## config.mk

```make
export PLATFORM = sky130hd
export DESIGN_NAME = regfile_wb_initiator_flat
export DESIGN_NICKNAME = d
export VERILOG_FILES = /design/src/rtl/regfile_pkg.sv /design/src/rtl/regfile_wb_initiator_if.sv /design/src/rtl/wb_fifo.sv /design/src/rtl/regfile_wb_initiator.sv /design/src/flat_wrapper.sv
export SDC_FILE = /design/constraint.sdc
export NUM_CORES = 1
export LEC_CHECK = 0
export BUFFER_PORTS_ARGS = -buffer_cell sky130_fd_sc_hd__buf_2
export CORE_MARGIN = 2
export CORE_UTILIZATION = 46
export DETAILED_ROUTE_END_ITERATION = 10
export PLACE_DENSITY = 0.71
export REMOVE_ABC_BUFFERS = 1
export SLEW_MARGIN = 20
export SYNTH_ARGS = -nofsm -noshare
export SYNTH_HDL_FRONTEND = slang
export SYNTH_SLANG_ARGS = --single-unit
```

## constraint.sdc

```tcl
create_clock -name clock -period 3.1 [get_ports clock]
set_clock_uncertainty 0.1 [all_clocks]
set_input_delay 0.155 -clock clock [delete_from_list [all_inputs] [get_ports clock]]
set_output_delay 0.155 -clock clock [all_outputs]
set_load 0.005 [all_outputs]
```

## src/rtl/regfile_pkg.sv

```systemverilog
// Shared register-file constants used by the writeback initiator and its FIFO.
package regfile_pkg;

    localparam int unsigned REG_ADDR_W = 5;
    localparam int unsigned REG_DATA_W = 32;
    localparam int unsigned WB_DEPTH   = 4;
    localparam logic [REG_ADDR_W-1:0] ZERO_REG = 5'd0;

endpackage

```

## src/rtl/regfile_wb_initiator_if.sv

```systemverilog
// Writeback request channel plus the register file write port.
import regfile_pkg::*;

interface regfile_wb_initiator_if #(
    parameter int unsigned ADDR_W = REG_ADDR_W,
    parameter int unsigned DATA_W = REG_DATA_W
);
    logic              req_valid;
    logic              req_ready;
    logic [ADDR_W-1:0] req_reg;
    logic [DATA_W-1:0] req_data;
    logic              ctrl_writeEnable;
    logic [ADDR_W-1:0] ctrl_writeReg;
    logic [DATA_W-1:0] data_writeReg;

    // Initiator side: takes requests, drives the regfile write port.
    modport master (
        input  req_valid, req_reg, req_data,
        output req_ready, ctrl_writeEnable, ctrl_writeReg, data_writeReg
    );

    // Producer/regfile side.
    modport slave (
        output req_valid, req_reg, req_data,
        input  req_ready, ctrl_writeEnable, ctrl_writeReg, data_writeReg
    );
endinterface

```

## src/rtl/wb_fifo.sv

```systemverilog
// Pending-write FIFO. Presents its entries oldest-first (slot 0 = head) so
// the top can run hazard/bypass compares without knowing pointer positions.
// Entry data is only exported when WB_BYPASS_EN is defined.
module wb_fifo
    import regfile_pkg::*;
#(
    parameter  int unsigned DEPTH  = WB_DEPTH,
    parameter  int unsigned ADDR_W = REG_ADDR_W,
    parameter  int unsigned DATA_W = REG_DATA_W,
    localparam int unsigned PTR_W  = $clog2(DEPTH),
    localparam int unsigned CNT_W  = $clog2(DEPTH + 1)
) (
    input  logic                          clk,
    input  logic                          rst_n,
    input  logic                          clr,
    input  logic                          push,
    input  logic                          pop,
    input  logic [ADDR_W-1:0]             push_reg,
    input  logic [DATA_W-1:0]             push_data,
    output logic [CNT_W-1:0]              count,
    output logic                          full,
    output logic                          empty,
    output logic [ADDR_W-1:0]             head_reg,
    output logic [DATA_W-1:0]             head_data,
`ifdef WB_BYPASS_EN
    output logic [DEPTH-1:0][DATA_W-1:0]  ent_data,
`endif
    output logic [DEPTH-1:0]              ent_valid,
    output logic [DEPTH-1:0][ADDR_W-1:0]  ent_reg
);

    logic [ADDR_W-1:0] mem_reg  [DEPTH];
    logic [DATA_W-1:0] mem_data [DEPTH];
    logic [PTR_W-1:0]  wr_ptr;
    logic [PTR_W-1:0]  rd_ptr;

    // Pointers wrap modulo DEPTH; count alone separates full from empty.
    always_ff @(posedge clk or negedge rst_n) begin
        if (!rst_n) begin
            wr_ptr <= '0;
            rd_ptr <= '0;
            count  <= '0;
        end else if (clr) begin
            wr_ptr <= '0;
            rd_ptr <= '0;
            count  <= '0;
        end else begin
            if (push) wr_ptr <= wr_ptr + PTR_W'(1);
            if (pop)  rd_ptr <= rd_ptr + PTR_W'(1);
            case ({push, pop})
                2'b10:   count <= count + CNT_W'(1);
                2'b01:   count <= count - CNT_W'(1);
                default: count <= count;
            endcase
        end
    end

    // Storage needs no reset; validity comes from count.
    always_ff @(posedge clk) begin
        if (push && !clr) begin
            mem_reg[wr_ptr]  <= push_reg;
            mem_data[wr_ptr] <= push_data;
        end
    end

    assign full      = (count == CNT_W'(DEPTH));
    assign empty     = (count == '0);
    assign head_reg  = mem_reg[rd_ptr];
    assign head_data = mem_data[rd_ptr];

    // Age-ordered view of the queue.
    always_comb begin
        for (int k = 0; k < DEPTH; k++) begin
            ent_valid[k] = (CNT_W'(k) < count);
            ent_reg[k]   = mem_reg[rd_ptr + PTR_W'(k)];
`ifdef WB_BYPASS_EN
            ent_data[k]  = mem_data[rd_ptr + PTR_W'(k)];
`endif
        end
    end

endmodule

```

## src/rtl/regfile_wb_initiator.sv

```systemverilog
// Write-side initiator for the 32x32 register file: queues writebacks,
// issues one registered write per cycle and flags read-after-write hazards.
// Define WB_BYPASS_EN to build the youngest-match bypass path for port A.
module regfile_wb_initiator
    import regfile_pkg::*;
#(
    parameter int unsigned DEPTH  = WB_DEPTH,
    parameter int unsigned DATA_W = REG_DATA_W,
    parameter int unsigned ADDR_W = REG_ADDR_W
) (
    input  logic                          clock,
    input  logic                          ctrl_reset,
    regfile_wb_initiator_if.master        bus,
    input  logic                          flush,
    input  logic                          wb_stall,
    input  logic [ADDR_W-1:0]             chk_regA,
    input  logic [ADDR_W-1:0]             chk_regB,
    output logic                          hazardA,
    output logic                          hazardB,
    output logic                          byp_validA,
    output logic [DATA_W-1:0]             byp_dataA,
    output logic [$clog2(DEPTH+1)-1:0]    pend_count
);

    localparam logic [ADDR_W-1:0] ZERO_IDX = ADDR_W'(ZERO_REG);

    logic                         ready_en_q;
    logic                         full;
    logic                         empty;
    logic                         accept;
    logic                         push;
    logic                         pop;
    logic [ADDR_W-1:0]            head_reg;
    logic [DATA_W-1:0]            head_data;
    logic [DEPTH-1:0]             ent_valid;
    logic [DEPTH-1:0][ADDR_W-1:0] ent_reg;
`ifdef WB_BYPASS_EN
    logic [DEPTH-1:0][DATA_W-1:0] ent_data;
`endif
    logic                         we_q;
    logic [ADDR_W-1:0]            wreg_q;
    logic [DATA_W-1:0]            wdata_q;

    // Keeps req_ready low until the first edge after reset release.
    always_ff @(posedge clock or negedge ctrl_reset) begin
        if (!ctrl_reset) ready_en_q <= 1'b0;
        else             ready_en_q <= 1'b1;
    end

    assign bus.req_ready = ready_en_q && !full && !flush;
    assign accept        = bus.req_valid && bus.req_ready;
    assign push          = accept && (bus.req_reg != ZERO_IDX);
    assign pop           = !empty && !wb_stall && !flush;

    wb_fifo #(
        .DEPTH  (DEPTH),
        .ADDR_W (ADDR_W),
        .DATA_W (DATA_W)
    ) u_fifo (
        .clk       (clock),
        .rst_n     (ctrl_reset),
        .clr       (flush),
        .push      (push),
        .pop       (pop),
        .push_reg  (bus.req_reg),
        .push_data (bus.req_data),
        .count     (pend_count),
        .full      (full),
        .empty     (empty),
        .head_reg  (head_reg),
        .head_data (head_data),
`ifdef WB_BYPASS_EN
        .ent_data  (ent_data),
`endif
        .ent_valid (ent_valid),
        .ent_reg   (ent_reg)
    );

    // Issue register: head moves here on a pop; flush kills the next strobe.
    always_ff @(posedge clock or negedge ctrl_reset) begin
        if (!ctrl_reset) begin
            we_q    <= 1'b0;
            wreg_q  <= '0;
            wdata_q <= '0;
        end else if (pop) begin
            we_q    <= 1'b1;
            wreg_q  <= head_reg;
            wdata_q <= head_data;
        end else begin
            we_q    <= 1'b0;
        end
    end

    assign bus.ctrl_writeEnable = we_q;
    assign bus.ctrl_writeReg    = wreg_q;
    assign bus.data_writeReg    = wdata_q;

    // Hazard compare against queued entries and the live output strobe.
    always_comb begin
        hazardA = we_q && (wreg_q == chk_regA);
        hazardB = we_q && (wreg_q == chk_regB);
        for (int k = 0; k < DEPTH; k++) begin
            if (ent_valid[k] && (ent_reg[k] == chk_regA)) hazardA = 1'b1;
            if (ent_valid[k] && (ent_reg[k] == chk_regB)) hazardB = 1'b1;
        end
        if (chk_regA == ZERO_IDX) hazardA = 1'b0;
        if (chk_regB == ZERO_IDX) hazardB = 1'b0;
    end

`ifdef WB_BYPASS_EN
    assign byp_validA = hazardA;

    // Youngest match wins: later (younger) slots overwrite the output stage.
    always_comb begin
        byp_dataA = '0;
        if (chk_regA != ZERO_IDX) begin
            if (we_q && (wreg_q == chk_regA)) byp_dataA = wdata_q;
            for (int k = 0; k < DEPTH; k++) begin
                if (ent_valid[k] && (ent_reg[k] == chk_regA)) byp_dataA = ent_data[k];
            end
        end
    end
`else
    assign byp_validA = 1'b0;
    assign byp_dataA  = '0;
`endif

endmodule

```

## src/flat_wrapper.sv

```systemverilog
// flat-port wrapper written by rule: the top's interface ports become plain ports
module regfile_wb_initiator_flat import regfile_pkg::*;
#(
    parameter int unsigned DEPTH  = WB_DEPTH,
    parameter int unsigned DATA_W = REG_DATA_W,
    parameter int unsigned ADDR_W = REG_ADDR_W
)
  (clock, ctrl_reset, flush, wb_stall, chk_regA, chk_regB, hazardA, hazardB, byp_validA, byp_dataA, pend_count, bus_req_valid, bus_req_reg, bus_req_data, bus_req_ready, bus_ctrl_writeEnable, bus_ctrl_writeReg, bus_data_writeReg);
  regfile_wb_initiator_if #(.ADDR_W(ADDR_W), .DATA_W(DATA_W)) bus_i ();
  input  logic clock;
  input  logic ctrl_reset;
  input  logic flush;
  input  logic wb_stall;
  input  logic [ADDR_W-1:0] chk_regA;
  input  logic [ADDR_W-1:0] chk_regB;
  output logic hazardA;
  output logic hazardB;
  output logic byp_validA;
  output logic [DATA_W-1:0] byp_dataA;
  output logic [$clog2(DEPTH+1)-1:0] pend_count;
  input wire logic [$bits(bus_i.req_valid)-1:0] bus_req_valid;
  input wire logic [$bits(bus_i.req_reg)-1:0] bus_req_reg;
  input wire logic [$bits(bus_i.req_data)-1:0] bus_req_data;
  output wire logic [$bits(bus_i.req_ready)-1:0] bus_req_ready;
  output wire logic [$bits(bus_i.ctrl_writeEnable)-1:0] bus_ctrl_writeEnable;
  output wire logic [$bits(bus_i.ctrl_writeReg)-1:0] bus_ctrl_writeReg;
  output wire logic [$bits(bus_i.data_writeReg)-1:0] bus_data_writeReg;
  assign bus_i.req_valid = bus_req_valid;
  assign bus_i.req_reg = bus_req_reg;
  assign bus_i.req_data = bus_req_data;
  assign bus_req_ready = bus_i.req_ready;
  assign bus_ctrl_writeEnable = bus_i.ctrl_writeEnable;
  assign bus_ctrl_writeReg = bus_i.ctrl_writeReg;
  assign bus_data_writeReg = bus_i.data_writeReg;
  regfile_wb_initiator #(.DEPTH(DEPTH), .DATA_W(DATA_W), .ADDR_W(ADDR_W)) u_core (.clock(clock), .ctrl_reset(ctrl_reset), .bus(bus_i), .flush(flush), .wb_stall(wb_stall), .chk_regA(chk_regA), .chk_regB(chk_regB), .hazardA(hazardA), .hazardB(hazardB), .byp_validA(byp_validA), .byp_dataA(byp_dataA), .pend_count(pend_count));
endmodule
```

**After elaboration in Yosys (flattened, before gate mapping)**

Memory sizes are Yosys's and may differ from the RTL's. A register that Yosys moved wholly into a read port is not among the register bits.
Index checks and enable logic that the tools add are counted.

- Bits of input ports: 52
- Output and inout port bits: 77
- Register bits after elaboration: 14
- RAM bits: 148
- Memories: 2

- Reduce and logical (&&, ||, !) cells: 29
- Multiplexer cells: 19
- Add/sub/neg operators: 6
- Magnitude comparators: 4
- Eq/ne operators: 13

Memory list:

| memory | words | bits a word | rd ports | clocked after Yosys merged registers in | wr ports | RTL line | source |
|---|---|---|---|---|---|---|---|
| u_core.u_fifo.mem_data | 4 | 32 | 1 | 1 | 1 | wb_fifo.sv:33 | `logic [DATA_W-1:0] mem_data [DEPTH];` |
| u_core.u_fifo.mem_reg | 4 | 5 | 4 | 0 | 1 | wb_fifo.sv:32 | `logic [ADDR_W-1:0] mem_reg [DEPTH];` |

Operator list:

| cell | number |
|---|---|
| $eq 5x5->1 | 10 |
| $logic_and 1x1->1 | 17 |
| $mux 1 | 13 |
| $logic_not 5->1 | 2 |
| $mux 2 | 4 |
| $lt 1x3->1 const A | 2 |
| $lt 2x3->1 const A | 2 |
| $pmux 3 s2 | 1 |
| $logic_not 1->1 | 5 |
| $reduce_bool 5->1 | 1 |
| $add 2x1->2 const B | 2 |
| $add 2x2->2 const B | 2 |
| $reduce_bool 2->1 | 2 |
| $add 3x1->3 const B | 1 |
| $eq 3x3->1 const B | 1 |
| $logic_not 3->1 | 1 |
| $mux 3 | 1 |
| $reduce_bool 3->1 | 1 |
| $sub 3x1->3 const B | 1 |
| $eq 2x1->1 const B | 1 |
| $eq 2x2->1 const B | 1 |

**Longest topological paths before layout**

Gate-level depths: netlist of the first run.

- Depth in word-level cells: 9
- Gate-level depth with buffers: 9
- Mapped depth without buffers: 7

**By module**

From an unflattened synthesis of the first run, not the netlist that was laid out.

- Cell total of the unflattened synthesis: 482
- Area total of the unflattened synthesis: 8757.1 µm²

Modules (own cells, without submodules):

| module | times used | area an instance (µm²) | cells an instance |
|---|---|---|---|
| wb_fifo | 1 | 6358.6 | 273 |
| regfile_wb_initiator | 1 | 2398.6 | 209 |

**Worst setup path after synthesis of the first run**

OpenSTA, ideal clock, no wires.

- Path kind: reg-to-reg
- Start: register u_core.u_fifo.count[0]
- End: memory u_core.u_fifo.mem_data[0][0] (netlist bit), enable pin
- Data arrival time: 2.973 ns
- Setup time: 0.431 ns
- Stages on the path, launching flop included: 7
- Path slack: -0.405 ns
- Required time: 2.569 ns
- Path buffers: 1
- Cell sequence: dfrtp_1 -> inv_1 -> ha_1 -> a211oi_1 -> o211ai_1 -> buf_2 -> nor2_1

- Cells in the longest elaborated chain, start to end: 9

Ends and longest elaborated chain:

| item | RTL line | source |
|---|---|---|
| start: declaration | wb_fifo.sv:20 | `output logic [CNT_W-1:0] count,` |
| start signal: assignment | wb_fifo.sv:51 | `2'b10: count <= count + CNT_W'(1);` |
| start signal: assignment | wb_fifo.sv:52 | `2'b01: count <= count - CNT_W'(1);` |
| start signal: assignment | wb_fifo.sv:53 | `default: count <= count;` |
| $eq 3x3->1 | wb_fifo.sv:66 | `assign full = (count == CNT_W'(DEPTH));` |
| $logic_not 1->1 | regfile_wb_initiator.sv:50 | `assign bus.req_ready = ready_en_q && !full && !flush;` |
| $logic_and 1x1->1 (2 in a row) | regfile_wb_initiator.sv:50 |  |
| via bus_req_ready | flat_wrapper.sv:24 | `output wire logic [$bits(bus_i.req_ready)-1:0] bus_req_ready;` |
| $logic_and 1x1->1 | regfile_wb_initiator.sv:51 | `assign accept = bus.req_valid && bus.req_ready;` |
| $logic_and 1x1->1 | regfile_wb_initiator.sv:52 | `assign push = accept && (bus.req_reg != ZERO_IDX);` |
| $logic_and 1x1->1 | wb_fifo.sv:60 | `if (push && !clr) begin` |
| $mux 1 | wb_fifo.sv:60 |  |
| $mux 1 (not written as such) | wb_fifo.sv:62 | `mem_data[wr_ptr] <= push_data;` |
| end: declaration | wb_fifo.sv:33 |  |

The timed path passes the listed nets, and every way through them passes these cells.

**Worst setup path after layout of the first run**

- Start: register u_core.u_fifo.rd_ptr[1]
- End: output port hazardA

- Cells in the longest elaborated chain, start to end: 8

Ends and longest elaborated chain:

| item | RTL line | source |
|---|---|---|
| start: declaration | wb_fifo.sv:35 | `logic [PTR_W-1:0] rd_ptr;` |
| start signal: assignment | wb_fifo.sv:49 | `if (pop) rd_ptr <= rd_ptr + PTR_W'(1);` |
| $add 2x1->2 / $mem_v2 4x5 (equally long branches) | - |  |
| $mem_v2 4x5 * | - |  |
| $eq 5x5->1 / $logic_and 1x1->1 (equally long branches) | regfile_wb_initiator.sv:103 | `if (ent_valid[k] && (ent_reg[k] == chk_regA)) hazardA = 1'b1;` |
| $logic_and 1x1->1 / $mux 1 (equally long branches) | regfile_wb_initiator.sv:103 |  |
| $mux 1 (2 in a row) | regfile_wb_initiator.sv:103 |  |
| $mux 1 * | regfile_wb_initiator.sv:103 |  |
| $mux 1 * | regfile_wb_initiator.sv:106 | `if (chk_regA == ZERO_IDX) hazardA = 1'b0;` |
| end: declaration | flat_wrapper.sv:16 | `output logic hazardA;` |

Mark *: on every way between the ends. The rest lies on a longest branch, timed or not.

==> flow_summary.yaml, run 1 <==
floorplanning:
  die_w_um: 141
  dieHeight_um: 141
  core_region_area_mm2: 0.0186
  dieArea_mm2: 0.0199
  num_rows: 50
  initial_core_util: 0.466
  io_pins: 129
logic_synthesis:
  yosysUniqueCellTypes: 41
  synthDominantAreaCellType: "edfxtp_1"
  syn_inst: 494
  yosysSeqAreaShare: 0.647
  yosys-top-cells-area: "edfxtp_1 (51%), dfrtp_1 (13%), mux4_2 (12%)"
  yosysWarnings: 0
  syn_area_mm2: 0.00865
  synth_seq_cells: 194
  synth_top_area_share: 0.514
  syn_area_per_cell_um2: 17.5
worst_setup_path:
  arrival_ps: 2710
  worstReg2RegEnd: "u_core.u_fifo.mem_data[3][15]"
  required_ps: 2840
  worstPathMaxFanout: 27
  reg2reg_slack_ps: 430
  startpoint_type: "flop"
  r2r-start: "u_core.u_fifo.count[0]"
  ff2ff_path_depth: 7
  worstSetupPathType: "flop to primary output"
  crit_end: "hazardA"
  end_kind: "primary output"
  cp-startpoint: "u_core.u_fifo.rd_ptr[1]"
routing:
  route.vias.total: 4710
  wl_um: 16900
  ant_nets: 0
  firstDrtPassIters: 4
  drc: 0
  wl_per_cell_um: 19.0
  initialDrtViolationCount: 250
  via_per_inst: 5.32
final_layout:
  syn2layout_area_growth_pct: 19.8
  final_cells: 885
  drive_gt1_frac: 0.367
  fin_area_mm2: 0.0104
  largest_reg_flops: 128
  nets: 698
  antenna_cells: 0
sta:
  slew_violations: 0
  post-route-min-period_ps: 2960
  hold_viol_final: 0
  tns_ps: 0
  worstMarginPinSlew_ps: 539
  setup_viol: 0
  relSlewSlack: 0.639
  fmax_mhz: 337
  hold_slack_ps: 22.1
  finalCritPeriodShare: 0.956
  rsz0062_at_grt: "no"
clocking:
  clkSinkCount: 194
  cts_max_path_buffers: 2
  cts_tree: "done"
  htree_levels: 4
  cts_made_buffers: 17
  path_clk_slew_ps: 70
  root_buffer: "clkbuf_16"
  clock_latency_ps: 420
run:
  drv_cap: 0
power:
  p_leak_nw: 3.74
  ir_drop_mv: 0.432
  power_density_mw_per_mm2: 741
place:
  gp_congestion: 0.951
  placed_cells: 806
  port_buffers: 95
  dp_hpwl_um: 11200
  placed_area_mm2: 0.00932
global_routing:
  use_met3: 0.0421
  grt_pass1_vias: 4986
  grt_use_met2: 0.296
  grtUsageMet1: 0.237
  grt_overflow_total: 0
  grt_max_degree: 38
  grt_antenna_before_repair: 0
  grt-busiest-layer: "met2"
  grt.total_usage: 0.178
  grt_pass1_wl_um: 26800
min_path:
  hold_path.class: "input port to flop"
outcome:
  status: "completed"
==> worst max-delay path, stage by stage (launching register included) <==
cell,delay (ps)
dfrtp_4,680
mux2i_1,350
xnor2_1,140
o32a_1,370
nor4_1,350
nor4_1,120
a21oi_1,130
buf_2,130
==> logic make-up after synthesis <==
kind of cell	share of synthesized area
other cells	0.000868
buf+inv	0.0532
mux	0.190
fa+ha+maj	0.0127
flops	0.647
simple gates	0.0265
compound gates	0.0133
xor+xnor	0.0567
==> per-layer routing <==
layer | vias up | part of all wire
li1 | 2107 | -
met1 | 2421 | 0.44
met2 | 170 | 0.51
met3 | 12 | 0.048
met4 | 0 | 0.010
met5 | - | 0
==> final cells by class <==
type | instances | area, µm²
clock buffers | 18 | 429
repair buffers | 156 | 1110
fillers | 1466 | 8210
inverters | 11 | 41.3
clock inverters | 14 | 130
flip-flops and latches | 194 | 5600
multi-input cells | 258 | 2760
well taps | 234 | 293
==> cell usage in the layout, fill, tap and decap left out, drive strengths merged, types with 3 or more instances in the layout <==
cell type / count
edfxtp: 148
buf: 117
mux4: 49
dfrtp: 46
dlygate4sd3: 39
mux2: 38
conb: 34
xnor2: 29
xor2: 27
clkbuf: 18
inv: 16
nor2: 15
mux2i: 10
ha: 8
nor4: 6
a21oi: 6
nand4: 5
nand2: 4
o21ai: 4
nand3: 4
clkinvlp: 4
clkinv: 4
nor3: 3
==> Yosys cell counts, drive strengths merged <==
master and instances:
edfxtp 148, inv 11, buf 53, a211oi 1, clkbuf 10, nand2b 2
nand3 4, o32a 1, o31ai 2, a21oi 6, a31oi 2, xor2 27
mux4 49, dfrtp 46, or4 2, o21ai 4, or3 1, nand3b 1
nand4 5, nor3 3, o211ai 1, mux2i 10, nand2 4, maj3 1
a221oi 1, nor2b 1, nor4 6, nor2 15, mux2 38, xnor2 29
ha 8, conb 2
==> report_power, final <==
group	leakage [nW]	internal (W)	switching, W
sequential	1.89	0.00313	0.000254
clock	0.266	0.00112	0.000960
combinational	1.59	0.00126	0.000956
total	3.74	0.00551	0.00217
==> through the flow <==
step	power (W)	util	setup slack, ps
after global placement	0.00547	0.502	415
final	0.00768	0.558	135
after detailed placement	0.00552	0.502	409
after floorplan	0.00481	-	-699
after global routing	0.00811	0.558	24.9
after CTS	0.00769	0.554	34.1
==> worst min-delay path by stage <==
stage               startpoint                           to  slack, ps  cells after the start
finish                wb_stall      u_core.u_fifo.rd_ptr[0]         20                      4
global route          wb_stall      u_core.u_fifo.rd_ptr[0]         50                      4
CTS                   wb_stall      u_core.u_fifo.rd_ptr[0]          6                      4
detailed placement  ctrl_reset  u_core.bus.ctrl_writeEnable         50                      1
global placement    ctrl_reset  u_core.bus.ctrl_writeReg[1]         40                      1
floorplan           ctrl_reset  u_core.bus.ctrl_writeEnable       -240                      0
==> timing repair <==
item | 4_1_cts | 5_1_grt
hold buffers | 39 | 0
setup endpoints to repair | 1 | 2
endpoints found under the hold margin | 170 | 0
resized for setup | 0 | 1
setup buffers | 1 | 7
(Power assumes the default switching activity.)
==> run 2, diff against run 1 <==
--- a/config.mk
+++ b/config.mk
@@ -5,8 +5,9 @@
 export SDC_FILE = /design/constraint.sdc
 export NUM_CORES = 1
 export LEC_CHECK = 0
+export ABC_AREA = 0
 export BUFFER_PORTS_ARGS = -buffer_cell sky130_fd_sc_hd__buf_2
-export CORE_MARGIN = 2
+export CORE_MARGIN = 4
 export CORE_UTILIZATION = 46
 export DETAILED_ROUTE_END_ITERATION = 10
 export PLACE_DENSITY = 0.71
==> constraint.sdc (replaced) <==
create_clock -name clock -period 3.1 [get_ports clock]
set_clock_uncertainty 0.1 [all_clocks]
set_input_delay 0.155 -clock clock [delete_from_list [all_inputs] [get_ports clock]]
set_output_delay 0.155 -clock clock [all_outputs]
set_load 0.02 [all_outputs]
==> run 2 against run 1 <==
Final cell count is 1.0% lower. Sequential share of layout area is 0.10 points higher. Design area is 0.19% lower. Sequential power hardly changed. Non-clock buffer count is 3 lower. Hold slack better by 10 ps. Core utilization is 1.0 points higher. Register-to-register slack hardly changed. Total power is 5.2% higher. Global-route usage is 1.4 points lower. Critical path type unchanged.
==> flow_summary.yaml, run 2 (same netlist as run 1, synthesis figures left out) <==
place:
  dp_hpwl_um: 11400
  placed_cells: 801
  gp_congestion: 0.933
  port_buffers: 95
  placed_area_mm2: 0.00930
worst_setup_path:
  critPathMostFrequentCell: "nor4_1"
  end_kind: "primary output"
  worstPathMaxFanout: 26
  arrival_ps: 2660
  startpoint_type: "flop"
  crit_path_cell_trace: "mux2i_1 > xnor2_1 > o32a_1 > nor4_1 > nor4_1 > a21oi_1 > buf_2"
  critPathSlowestCell: "dfrtp_4"
  critPathMaxStageDelay_ps: 660
  worstSetupPathType: "flop to primary output"
  required_ps: 2840
clocking:
  clock_latency_ps: 420
  cts_made_buffers: 17
  htree_levels: 4
  cts_tree: "done"
  root_buffer: "clkbuf_16"
  cts_max_path_buffers: 2
  path_clk_slew_ps: 70
  clkSinkCount: 194
sta:
  slew_violations: 0
  tns_ps: 0
  worstMarginPinSlew_ps: 555
  post-route-min-period_ps: 2920
  fmax_mhz: 343
  rsz0062_at_grt: "no"
  finalCritPeriodShare: 0.940
  relSlewSlack: 0.630
  setup_viol: 0
  hold_viol_final: 0
final_layout:
  final_cell_mix: "edfxtp_1 (148), buf_2 (95), mux4_2 (45)"
  final_cells: 876
  seq_area_mm2: 0.00560
  fin_area_mm2: 0.0103
  fill_cells: 1400
  antenna_cells: 0
  layout_commonest_cell: "edfxtp_1"
  drive_gt1_frac: 0.363
  largest_reg_flops: 128
  multi_input_area_mm2: 0.00276
  syn2layout_area_growth_pct: 19.5
  nets: 695
floorplanning:
  dieHeight_um: 145
  dieArea_mm2: 0.0211
  initial_core_util: 0.475
  io_pins: 129
  die_w_um: 145
  core_region_area_mm2: 0.0182
  num_rows: 49
global_routing:
  grt_pass1_vias: 4992
  grt_antenna_before_repair: 0
  grt_max_degree: 38
  grt_pass1_wl_um: 27400
  grt_overflow_total: 0
  grt.total_usage: 0.164
power:
  total_power_w: 0.00808
  pwr-share-clk: 0.269
  swShare: 0.305
  combPwrFrac: 0.314
  power_frac_seq: 0.417
  p_leak_nw: 3.74
  ir_drop_mv: 0.439
  power_density_mw_per_mm2: 781
  intPower_w: 0.00562
  p_sw_w: 0.00246
routing:
  ant_nets: 0
  drc: 0
  route.vias.total: 4699
  wl_per_cell_um: 19.3
  firstDrtPassIters: 4
  wl_um: 16900
  via_per_inst: 5.36
  initialDrtViolationCount: 309
outcome:
  status: "completed"
min_path:
  hold_path.class: "input port to flop"
run:
  drv_cap: 0
[run 2: changes by cell type in the layout (fill, tap and decap cells not counted), sizes merged]
cell and change:
clkbuf +4, bufinv +1, buf -3, clkinv -2, clkinvlp -3, inv -1
[run 2: worst paths after layout]
| path | from | cells after the start | slack, ps | endpoint |
|---|---|---|---|---|
| worst max-delay path | u_core.u_fifo.rd_ptr[1] | 7 | 180 | hazardA |
| worst min-delay path | wb_stall | 4 | 30 | u_core.u_fifo.rd_ptr[0] |
| worst max register to register | u_core.u_fifo.count[0] | 7 | 440 | u_core.u_fifo.mem_reg[2][3] |
| worst min register to register | u_core.bus.data_writeReg[6] | 1 | 400 | u_core.bus.data_writeReg[6] |
| max in group asynchronous | ctrl_reset | 3 | 1960 | u_core.bus.data_writeReg[30] |
| min in group asynchronous | ctrl_reset | 2 | 160 | u_core.bus.ctrl_writeEnable |
[run 2: cell type report]
| type | count | area share |
|---|---|---|
| clock inverters | 9 | 0.0115 |
| repair buffers | 153 | 0.103 |
| clock buffers | 22 | 0.0458 |
| well taps | 229 | 0.0277 |
| inverters | 11 | 0.00399 |
| multi-input cells | 258 | 0.266 |
| flip-flops and latches | 194 | 0.542 |
[run 2: power by group through the flow]
| stage | sequential (W) | clock, W | combinational (W) |
|---|---|---|---|
| after floorplan | 0.00386 | 0 | 0.00129 |
| after global placement | 0.00348 | 0 | 0.00234 |
| after detailed placement | 0.00350 | 0 | 0.00237 |
| after CTS | 0.00340 | 0.00222 | 0.00249 |
| after global routing | 0.00342 | 0.00233 | 0.00275 |
| final | 0.00337 | 0.00218 | 0.00254 |
[run 2: per-layer routing]
layer / vias up / wire [µm] / global-route usage
met5: - / 0 / 0
met3: 10 / 1130 / 0.0380
met2: 164 / 8440 / 0.269
met1: 2435 / 7210 / 0.224
met4: 0 / 100 / 0.0432
li1: 2090 / - / -
[run 2: repair_timing]
item                       in CTS  in global routing
resized for setup               0                  1
hold buffers                   39                  0
hold endpoints to repair      172                  0
setup endpoints to repair       1                  2
pin swaps                       0                  0
cloned                          0                  0
setup buffers                   1                  4
[run 2: stage by stage]
step | utilization | hold WS (ps) | worst slack (ps)
finish | 0.568 | 32.5 | 185
global route | 0.568 | 42.1 | 9.66
CTS | 0.566 | 12.6 | 57.9
detailed placement | 0.511 | 80.6 | 404
global placement | 0.511 | 66.3 | 409
floorplan | - | -241 | -1060
[run 2: worst max-delay path, delay by kind of cell (launching register included)]
kind / cells / cell delay, ps
DFF: 1 / 660
AOI/OAI and AO/OA: 2 / 490
and+or+nand+nor: 2 / 460
muxes: 1 / 350
buffers and inverters: 1 / 190
xor gates and xnor gates: 1 / 110
==> run 3, diff against run 2 <==
--- a/config.mk
+++ b/config.mk
@@ -6,11 +6,11 @@
 export NUM_CORES = 1
 export LEC_CHECK = 0
 export ABC_AREA = 0
-export BUFFER_PORTS_ARGS = -buffer_cell sky130_fd_sc_hd__buf_2
+export BUFFER_PORTS_ARGS = -buffer_cell sky130_fd_sc_hd__buf_4
 export CORE_MARGIN = 4
-export CORE_UTILIZATION = 46
+export CORE_UTILIZATION = 35
 export DETAILED_ROUTE_END_ITERATION = 10
-export PLACE_DENSITY = 0.71
+export PLACE_DENSITY = 0.55
 export REMOVE_ABC_BUFFERS = 1
 export SLEW_MARGIN = 20
 export SYNTH_ARGS = -nofsm -noshare
==> constraint.sdc (replaced) <==
create_clock -name clock -period 2.7 [get_ports clock]
set_clock_uncertainty 0.1 [all_clocks]
set_input_delay 0.135 -clock clock [delete_from_list [all_inputs] [get_ports clock]]
set_output_delay 0.135 -clock clock [all_outputs]
set_load 0.02 [all_outputs]
==> run 3 against run 2 <==
The run now ends with setup timing left. Critical path type unchanged. Total power rose by 19%. Combinational power rose by 29%. Sequential share of layout area fell by 2.6 points. First-iteration DRC count fell by 26%. Core utilization fell by 12 points. Clock power rose by 13%. Register-to-register slack got worse by 90 ps. Die area rose by 30%. Wire length rose by 7.8%. Final cell count rose by 13%. Flip-flop and latch count did not move.
==> flow_summary.yaml, run 3 (same netlist as run 1, synthesis figures left out) <==
sta:
  hold_slack_ps: 98.9
  relSlewSlack: 0.507
  setup_slack_ps: -45.4
  fmax_mhz: 364
  hold_viol_final: 0
  rsz0062_at_grt: "yes"
  post-route-min-period_ps: 2750
  worstMarginPinSlew_ps: 740
  slew_violations: 0
  setup_viol: 2
  finalCritPeriodShare: 1.02
place:
  placed_cells: 904
  dp_hpwl_um: 11700
  port_buffers: 95
  gp_congestion: 0.861
clocking:
  htree_levels: 4
  cts_max_path_buffers: 2
  clock_latency_ps: 420
  root_buffer: "clkbuf_16"
  clkSinkCount: 194
  cts_tree: "done"
  path_clk_slew_ps: 70
  cts_made_buffers: 17
global_routing:
  grt.total_usage: 0.137
  grt_pass1_vias: 5049
  grt_pass1_wl_um: 28000
  grt_overflow_total: 0
  grt_antenna_before_repair: 0
  grt_max_degree: 47
power:
  ir_drop_mv: 0.384
  power_density_mw_per_mm2: 884
  p_leak_nw: 3.93
worst_setup_path:
  arrival_ps: 2510
  end_kind: "primary output"
  worstSetupPathType: "flop to primary output"
  required_ps: 2470
  startpoint_type: "flop"
  reg2reg_slack_ps: 350
  ff2ff_path_depth: 7
  r2r-start: "u_core.u_fifo.count[1]"
  worstReg2RegEnd: "u_core.u_fifo.count[1]"
  worstPathMaxFanout: 6
final_layout:
  seq_area_mm2: 0.00560
  fill_cells: 2166
  antenna_cells: 0
  final_cells: 990
  nets: 713
  syn2layout_area_growth_pct: 25.6
  utilization: 0.447
  layout_commonest_cell: "edfxtp_1"
  drive_gt1_frac: 0.396
  largest_reg_flops: 128
  final_cell_mix: "edfxtp_1 (148), buf_4 (122), mux4_2 (48)"
  multi_input_area_mm2: 0.00278
routing:
  wl_met3_um: 951
  wl_per_cell_um: 18.4
  wl_um: 18200
  initialDrtViolationCount: 230
  firstDrtPassIters: 4
  wl_met2_um: 9310
  drt-met1-wl_um: 7660
  route.vias.total: 4663
  via_per_inst: 4.71
  top_layer: "met4"
  drc: 0
  ant_nets: 0
floorplanning:
  core_region_area_mm2: 0.0243
  die_w_um: 165
  dieHeight_um: 165
  io_pins: 129
  dieArea_mm2: 0.0273
  initial_core_util: 0.356
  num_rows: 57
min_path:
  holdCritStartpoint: "wb_stall"
  hold_path.class: "input port to flop"
  min_path_cells: 5
  hold_end: "u_core.u_fifo.rd_ptr[0]"
outcome:
  violations: "setup timing"
  status: "complete, but fails checks"
run:
  drv_cap: 0
[run 3: cell types whose count changed in the layout (fill, tap and decap cells not counted), sizes merged]
| cell | before | now |
|---|---|---|
| buf | 114 | 132 |
| bufinv | 2 | 0 |
| clkbuf | 22 | 17 |
| clkinv | 2 | 5 |
| clkinvlp | 1 | 0 |
| inv | 15 | 21 |
[run 3: layout make-up]
class	instances	area share
Tap cell	324	0.0373
Timing Repair Buffer	171	0.135
Multi-Input combinational cell	258	0.255
Clock buffer	17	0.0391
Sequential cell	194	0.515
Inverter	11	0.00380
Clock inverter	15	0.0140
[run 3: through the flow]
step	total power, W	cell area (µm²)	TNS [ps]	setup WS, ps
floorplan	0.00591	8360	-252640	-1460
global placement	0.00699	9740	0	247
detailed placement	0.00705	9740	0	209
CTS	0.00974	10800	-111	-68.5
global route	0.0101	10900	-298	-169
finish	0.00961	10900	-72.0	-45.4
[run 3: layer usage]
metal	global-route usage	vias up
li1	-	2134
met1	0.167	2390
met2	0.244	115
met3	0.0283	24
met4	0.0439	0
met5	0	-
[run 3: how the worst max path moves through the flow]
stage | from | slack [ps] | to | cells past startpoint
2_1_floorplan | u_core.u_fifo.count[1] | -1460 | u_core.u_fifo.mem_data[0][0] | 5
3_3_place_gp | u_core.u_fifo.rd_ptr[0] | 250 | hazardB | 7
3_5_place_dp | u_core.u_fifo.rd_ptr[0] | 210 | hazardB | 7
4_1_cts | u_core.u_fifo.rd_ptr[0] | -70 | hazardB | 8
5_1_grt | u_core.u_fifo.rd_ptr[0] | -170 | hazardB | 7
6_report | u_core.u_fifo.rd_ptr[0] | -50 | hazardB | 8
[run 3: power by group]
| group | total (W) | switching [W] | internal (W) |
|---|---|---|---|
| sequential | 0.00389 | 0.000289 | 0.00360 |
| clock | 0.00246 | 0.00121 | 0.00124 |
| combinational | 0.00327 | 0.00157 | 0.00170 |
| total | 0.00961 | 0.00308 | 0.00654 |
[run 3: critical path: stages, from the launching register on]
cell and delay, ps:
dfrtp_4 470, buf_6 150, mux4_2 550, xnor2_2 140
nand4_1 110, o31ai_1 240, a31oi_1 80, a21oi_1 180
buf_4 170
[run 3: timing repair]
item | 4_1_cts | 5_1_grt
hold endpoints to repair | 200 | 0
setup buffers | 15 | 0
gates resized for setup | 15 | 4
setup endpoints to repair | 2 | 2
pin swaps | 5 | 3
hold buffers | 39 | 0
